$ cat src/rtl/coin_lane_array.sv
`default_nettype none
// ============================================================================
//  Module      : coin_lane_array
//  Description : Per-lane falling-coin spawner/renderer with collect/miss
//                detection and a saturating score counter.
//  Revision    : 1.0 - initial release
// ============================================================================
module coin_lane_array #(
  parameter int N_LANES      = 3,
  parameter int LANE_X0      = 80,
  parameter int LANE_W       = 160,
  parameter int COIN_SIZE    = 32,
  parameter int Y_HIT        = 400,
  parameter int Y_END        = 480,
  parameter int STEP         = 4,
  parameter int FLASH_FRAMES = 8,
  parameter int SCORE_W      = 16,
  localparam int LW          = $clog2(N_LANES)
) (
  input  logic               i_clk,
  input  logic               i_rst_n,
  input  logic [15:0]        i_x,
  input  logic [15:0]        i_y,
  input  logic               i_v_sync,
  input  logic               i_pause,
  input  logic               i_spawn_valid,
  input  logic [LW-1:0]      i_spawn_lane,
  output logic               o_spawn_ready,
  input  logic [LW-1:0]      i_player_lane,
  output logic [7:0]         o_red,
  output logic [7:0]         o_green,
  output logic [7:0]         o_blue,
  output logic               o_sprite_hit,
  output logic [N_LANES-1:0] o_in_position,
  output logic               o_collect,
  output logic [LW-1:0]      o_collect_lane,
  output logic               o_miss,
  output logic [SCORE_W-1:0] o_score
);

  // Flash counter needs bit 1 for the blink decode, so never narrower than 2.
  localparam int FW = ($clog2(FLASH_FRAMES) < 2) ? 2 : $clog2(FLASH_FRAMES);

  typedef enum logic [1:0] {
    S_IDLE  = 2'd0,
    S_FALL  = 2'd1,
    S_FLASH = 2'd2
  } lane_state_e;

  lane_state_e       state_q [N_LANES];
  lane_state_e       state_d [N_LANES];
  logic [15:0]       y_q     [N_LANES];
  logic [15:0]       y_d     [N_LANES];
  logic [FW-1:0]     flash_q [N_LANES];
  logic [FW-1:0]     flash_d [N_LANES];

  logic              vs_q;
  logic              tick;
  logic              adv;
  logic              collect_q, collect_d;
  logic [LW-1:0]     collect_lane_q, collect_lane_d;
  logic              miss_q, miss_d;
  logic [SCORE_W-1:0] score_q, score_d;
  logic [7:0]        red_q, red_d, green_q, green_d, blue_q, blue_d;
  logic              hit_q, hit_d;
  logic [16:0]       y_next;
  logic              vis;
  logic              in_box;
  logic [16:0]       box_x0;

  assign tick = i_v_sync & ~vs_q;
  assign adv  = tick & ~i_pause;

  // Collectable flag per lane decoded straight from registered state.
  for (genvar k = 0; k < N_LANES; k++) begin : g_pos
    assign o_in_position[k] = (state_q[k] == S_FALL) && (y_q[k] >= 16'(Y_HIT));
  end

  // Spawn ready: lane index must exist and that lane must be idle.
  always_comb begin
    o_spawn_ready = 1'b0;
    for (int k = 0; k < N_LANES; k++) begin
      if (i_spawn_lane == LW'(k) && state_q[k] == S_IDLE) o_spawn_ready = 1'b1;
    end
  end

  // Per-lane next state: frame motion, collect, miss, flash countdown, spawn.
  always_comb begin
    collect_d      = 1'b0;
    collect_lane_d = collect_lane_q;
    miss_d         = 1'b0;
    score_d        = score_q;
    y_next         = 17'd0;
    for (int k = 0; k < N_LANES; k++) begin
      state_d[k] = state_q[k];
      y_d[k]     = y_q[k];
      flash_d[k] = flash_q[k];
      case (state_q[k])
        S_FALL: begin
          if (adv) begin
            if (o_in_position[k] && i_player_lane == LW'(k)) begin
              state_d[k]     = S_FLASH;
              flash_d[k]     = FW'(FLASH_FRAMES - 1);
              collect_d      = 1'b1;
              collect_lane_d = LW'(k);
              if (score_q != {SCORE_W{1'b1}}) score_d = score_q + SCORE_W'(1);
            end else begin
              y_next = {1'b0, y_q[k]} + 17'(STEP);
              y_d[k] = y_next[15:0];
              if (y_next >= 17'(Y_END)) begin
                state_d[k] = S_IDLE;
                miss_d     = 1'b1;
              end
            end
          end
        end
        S_FLASH: begin
          if (adv) begin
            if (flash_q[k] == '0) state_d[k] = S_IDLE;
            else                  flash_d[k] = flash_q[k] - FW'(1);
          end
        end
        default: begin
          // Idle lanes only change through a spawn; a tick has no effect.
          if (i_spawn_valid && i_spawn_lane == LW'(k)) begin
            state_d[k] = S_FALL;
            y_d[k]     = 16'd0;
          end
        end
      endcase
    end
  end

  // Pixel decode; loop runs high-to-low so the lowest lane index wins overlaps.
  always_comb begin
    red_d   = 8'h00;
    green_d = 8'h00;
    blue_d  = 8'h00;
    hit_d   = 1'b0;
    vis     = 1'b0;
    in_box  = 1'b0;
    box_x0  = 17'd0;
    for (int k = N_LANES - 1; k >= 0; k--) begin
      box_x0 = 17'(LANE_X0 + k * LANE_W + (LANE_W - COIN_SIZE) / 2);
      vis    = (state_q[k] == S_FALL) || (state_q[k] == S_FLASH && flash_q[k][1]);
      in_box = ({1'b0, i_x} >= box_x0) &&
               ({1'b0, i_x} <  box_x0 + 17'(COIN_SIZE)) &&
               ({1'b0, i_y} >= {1'b0, y_q[k]}) &&
               ({1'b0, i_y} <  {1'b0, y_q[k]} + 17'(COIN_SIZE));
      if (vis && in_box) begin
        hit_d = 1'b1;
        if (state_q[k] == S_FALL) begin
          red_d = 8'hFF; green_d = 8'hD7; blue_d = 8'h00;
        end else begin
          red_d = 8'hFF; green_d = 8'hFF; blue_d = 8'hFF;
        end
      end
    end
  end

  // State, pulse, score and pixel registers.
  always_ff @(posedge i_clk or negedge i_rst_n) begin
    if (!i_rst_n) begin
      for (int k = 0; k < N_LANES; k++) begin
        state_q[k] <= S_IDLE;
        y_q[k]     <= 16'd0;
        flash_q[k] <= '0;
      end
      vs_q           <= 1'b0;
      collect_q      <= 1'b0;
      collect_lane_q <= '0;
      miss_q         <= 1'b0;
      score_q        <= '0;
      red_q          <= 8'h00;
      green_q        <= 8'h00;
      blue_q         <= 8'h00;
      hit_q          <= 1'b0;
    end else begin
      for (int k = 0; k < N_LANES; k++) begin
        state_q[k] <= state_d[k];
        y_q[k]     <= y_d[k];
        flash_q[k] <= flash_d[k];
      end
      vs_q           <= i_v_sync;
      collect_q      <= collect_d;
      collect_lane_q <= collect_lane_d;
      miss_q         <= miss_d;
      score_q        <= score_d;
      red_q          <= red_d;
      green_q        <= green_d;
      blue_q         <= blue_d;
      hit_q          <= hit_d;
    end
  end

  assign o_collect      = collect_q;
  assign o_collect_lane = collect_lane_q;
  assign o_miss         = miss_q;
  assign o_score        = score_q;
  assign o_red          = red_q;
  assign o_green        = green_q;
  assign o_blue         = blue_q;
  assign o_sprite_hit   = hit_q;

endmodule
`default_nettype wire

$ cat config.mk
export PLATFORM = sky130hd
export DESIGN_NAME = coin_lane_array
export DESIGN_NICKNAME = d
export VERILOG_FILES = /design/src/rtl/coin_lane_array.sv
export SDC_FILE = /design/constraint.sdc
export NUM_CORES = 1
export LEC_CHECK = 0
export CAP_MARGIN = 0
export CORE_UTILIZATION = 40
export CTS_CLUSTER_DIAMETER = 40
export DETAILED_ROUTE_END_ITERATION = 8
export MAX_ROUTING_LAYER = met4
export SKIP_LAST_GASP = 1
export SYNTH_ARGS = -nofsm -noshare
export SYNTH_HDL_FRONTEND = slang
export SYNTH_SLANG_ARGS = --single-unit
$ cat constraint.sdc
create_clock -name i_clk -period 4.1 [get_ports i_clk]
set_input_delay 1.23 -clock i_clk [delete_from_list [all_inputs] [get_ports i_clk]]
set_output_delay 1.23 -clock i_clk [all_outputs]
set_load 0.02 [all_outputs]
==> key figures, run 1 <==
Placed design
  • Pre-CTS setup slack: ~0.12 ns
  • Gpl congestion: ~0.93
  • Placed cell count: 1144
  • Placed Area: 0.00823 mm²
  • Post-DP HPWL: 14.9 mm
  • IO Port Bufs: 83

Floorplanning
  • Ports: 90
  • Core Area: 0.0180 mm²
  • Cell Rows: 49
  • Initial Utilization: around 40%
  • Die width: 137 µm
  • Die H: 137 µm
  • Die footprint: 0.0189 mm²

Layout
  • FF/Latch Area: 0.00200 mm²
  • Cell area after layout: 0.00856 mm²
  • Fillers: 1751
  • Nets: 1067
  • N_diodes: 0
  • Commonest non-fill, non-tap cells in the layout: ha_1, clkdlybuf4s50_1, dfrtp_1
  • Share of layout cells above drive strength 1: 6.02%
  • Post-route insts no fill: ~1200
  • Area of the multi-input gates: between 0.004 and 0.005 mm²
  • Commonest non-fill, non-tap cell in the layout: ha_1
  • Synthesis-to-layout area growth: 16.8%

GRT
  • Initial antenna violation count: 0
  • Vias in the first global route: 6065
  • GRT Overall Usage: 22.2%
  • First-pass GRT wire length: 31.3 mm
  • Largest net degree at the start of global routing: 52
  • GRT overflow: 0

Route
  • Antenna viol nets, final: 0
  • Via-per-instance ratio: between 5 and 6
  • Total Routed Length: ~19 mm
  • Vias: 6538
  • Drt drc: 0
  • Wire per inst: 16.6 µm
  • DR pass1 iterations: 5
  • Initial DRC count: 434

Synthesis
  • Netlist cell types: 68
  • Yosys warns: 0
  • Mean area per synthesized cell: 8.40 µm²
  • Post-Syn Instances: 873
  • Post-synthesis sequential area ratio: 27.3%
  • Syn Nets: 1014
  • Post-synth EDFFs: 0
  • Primary FF master, synth: dfrtp_1
  • Mapped Area: 0.00733 mm²
  • Flops & latches, synth: 80
  • Share of synthesized registers carrying an async set or reset: 100%

Power and ir drop
  • Psw: 1.18 mW
  • Seq pwr share: 33.2%
  • Maximum vdd drop: 0.000246 V
  • PwrDens: around 360 mW/mm²
  • Leak: 3.52 nW
  • Internal: 1.89 mW
  • Gate power share: 36.4%
  • Clk pwr share: 30.4%
  • Sw frac: 38.4%

Clock tree
  • H-tree depth: 3
  • Worst-skew pair later-pin latency: 0.36 ns
  • Clk slew on worst S/H paths: roughly 0.07 ns
  • Root buf cell: clkbuf_16
  • Max Root-Sink Buffers: 2
  • TritonCTS Buffers: 9
  • # resized after CTS: 0
  • Hold Buf Count CTS: 0
  • TritonCTS clock tree: yes
  • Sink Count: 80
  • Post-CTS repair timing setup buffer count: 0

STA
  • Least-Margin Pin Slew: 0.715 ns
  • Final-report setup violation count: 0
  • Setup TNS: 0 ns
  • Final Hold Vio Count: 0
  • FMAX: 0.249 GHz
  • Worst slew margin: 52.3%
  • Final-report max-slew violation count: 0
  • Crit share post-route: 98.1%
  • Unrepaired setup endpoints after global routing: false
  • Final WS setup: 0.0767 ns
  • Tmin final: 4.02 ns
  • Clk_skew: 0.0109 ns
  • Hold slack: 0.494 ns

Min path
  • Worst hold path class: register to register
  • Hold Path Cell Cnt: 1

Worst setup path
  • Worst-path fanout max: 5
  • Crit path kind: input port to output pin
  • CP required: 2.87 ns
  • WP data arrival: 2.79 ns
  • CP endpoint kind: output pin
  • Cells on worst reg2reg path: 13
  • CP startpoint kind: input port

Status
  • Status: finished clean

Flow run
  • Number of max-cap violations: 0
==> metrics by stage <==
step / power, mW / utilization, %
2_1_floorplan: 1.76 / -
3_3_place_gp: 2.13 / 45.8
3_5_place_dp: 2.15 / 45.8
4_1_cts: 3.09 / 47.7
5_1_grt: 3.29 / 47.7
6_report: 3.07 / 47.7
==> cell usage after synthesis (6+ instances only) <==
cell / instances / area (µm²)
ha_1: 100 / 1250
xnor2_1: 45 / 394
a211oi_1: 9 / 67.6
nor4_1: 9 / 56.3
dfrtp_1: 80 / 2000
nor3_1: 10 / 50.1
o21a_1: 10 / 75.1
o21ai_0: 25 / 125
nand4_1: 17 / 106
a31oi_1: 18 / 113
o41ai_1: 7 / 61.3
o21ai_1: 40 / 200
o22ai_1: 7 / 43.8
nor2_1: 50 / 188
nand2_1: 72 / 270
buf_4: 26 / 195
o2111ai_1: 6 / 52.6
nor2b_1: 8 / 50.1
and3_1: 19 / 119
nand2b_1: 6 / 37.5
clkbuf_1: 16 / 60.1
buf_2: 17 / 85.1
o31ai_1: 14 / 105
nand3_1: 37 / 185
mux2i_1: 6 / 60.1
inv_1: 76 / 285
a21o_1: 8 / 60.1
or3_1: 7 / 43.8
a21oi_1: 46 / 230
==> power groups by stage <==
stage / sequential, mW / clock [mW] / combinational (mW)
floorplan: 1.01 / 0 / 0.752
global placement: 1.03 / 0 / 1.10
detailed placement: 1.03 / 0 / 1.11
CTS: 1.02 / 0.953 / 1.12
global route: 1.04 / 0.983 / 1.27
finish: 1.02 / 0.933 / 1.12
==> per-layer routing <==
metal,global-route usage (%),vias up,wire [µm]
li1,-,3268,-
met1,30.0,3084,9330
met2,34.4,161,8670
met3,2.65,25,877
met4,6.96,0,347
met5,-,-,0
==> cell type report <==
type | count | share of cell area (%)
Clock buffer | 9 | 2.63
Clock inverter | 7 | 1.24
Inverter | 76 | 3.33
Multi-Input combinational cell | 655 | 54.6
Sequential cell | 80 | 23.4
Tap cell | 229 | 3.35
Timing Repair Buffer | 104 | 11.5
==> cell families after synthesis <==
kind of cell / share of synthesized area (%)
xor+xnor: 5.49
compound gates: 21.4
simple gates: 18.4
fa+ha+maj: 17.1
buf+inv: 8.99
mux: 1.28
flops: 27.3
==> registers in the layout, summed over array words and instances, names as in the netlist <==
signal	flops
o_score	16
state_q	6
o_miss	1
o_green	2
flash_q	9
vs_q	1
o_collect	1
o_collect_lane	2
y_q	42
==> final timing paths <==
| path | slack (ns) | endpoint | start |
|---|---|---|---|
| setup reg to reg | 0.72 | o_green[5]$_DFF_PN0_ | y_q[6]$_DFFE_PN0P_ |
| hold / removal | 0.49 | o_score[6]$_DFF_PN0_ | o_score[6]$_DFF_PN0_ |
| min in group asynchronous | 0.91 | y_q[30]$_DFFE_PN0P_ | i_rst_n |
| max in group asynchronous | 2.47 | state_q[1]$_DFFE_PN0P_ | i_rst_n |
| hold reg to reg | 0.49 | o_score[6]$_DFF_PN0_ | o_score[6]$_DFF_PN0_ |
| setup / recovery | 0.08 | o_spawn_ready | i_spawn_lane[0] |
==> critical path, cell delays in order <==
cell	delay (ns)
clkdlybuf4s50_1	0.55
mux2i_1	0.10
o21ai_0	0.18
buf_4	0.15
clkdlybuf4s50_1	0.59
No activity file was read; power rests on OpenSTA's default activity.
==> run 2: changes to the inputs <==
CTS_CLUSTER_DIAMETER = 60   (was 40)
==> results of run 2 <==
No change in the layout: final DEF, timing and power equal those of run 1.
==> run 3: changes to the inputs <==
SLEW_MARGIN = 20   (was unset)
==> results of run 3 <==
No change in the layout: final DEF, timing and power equal those of run 1.
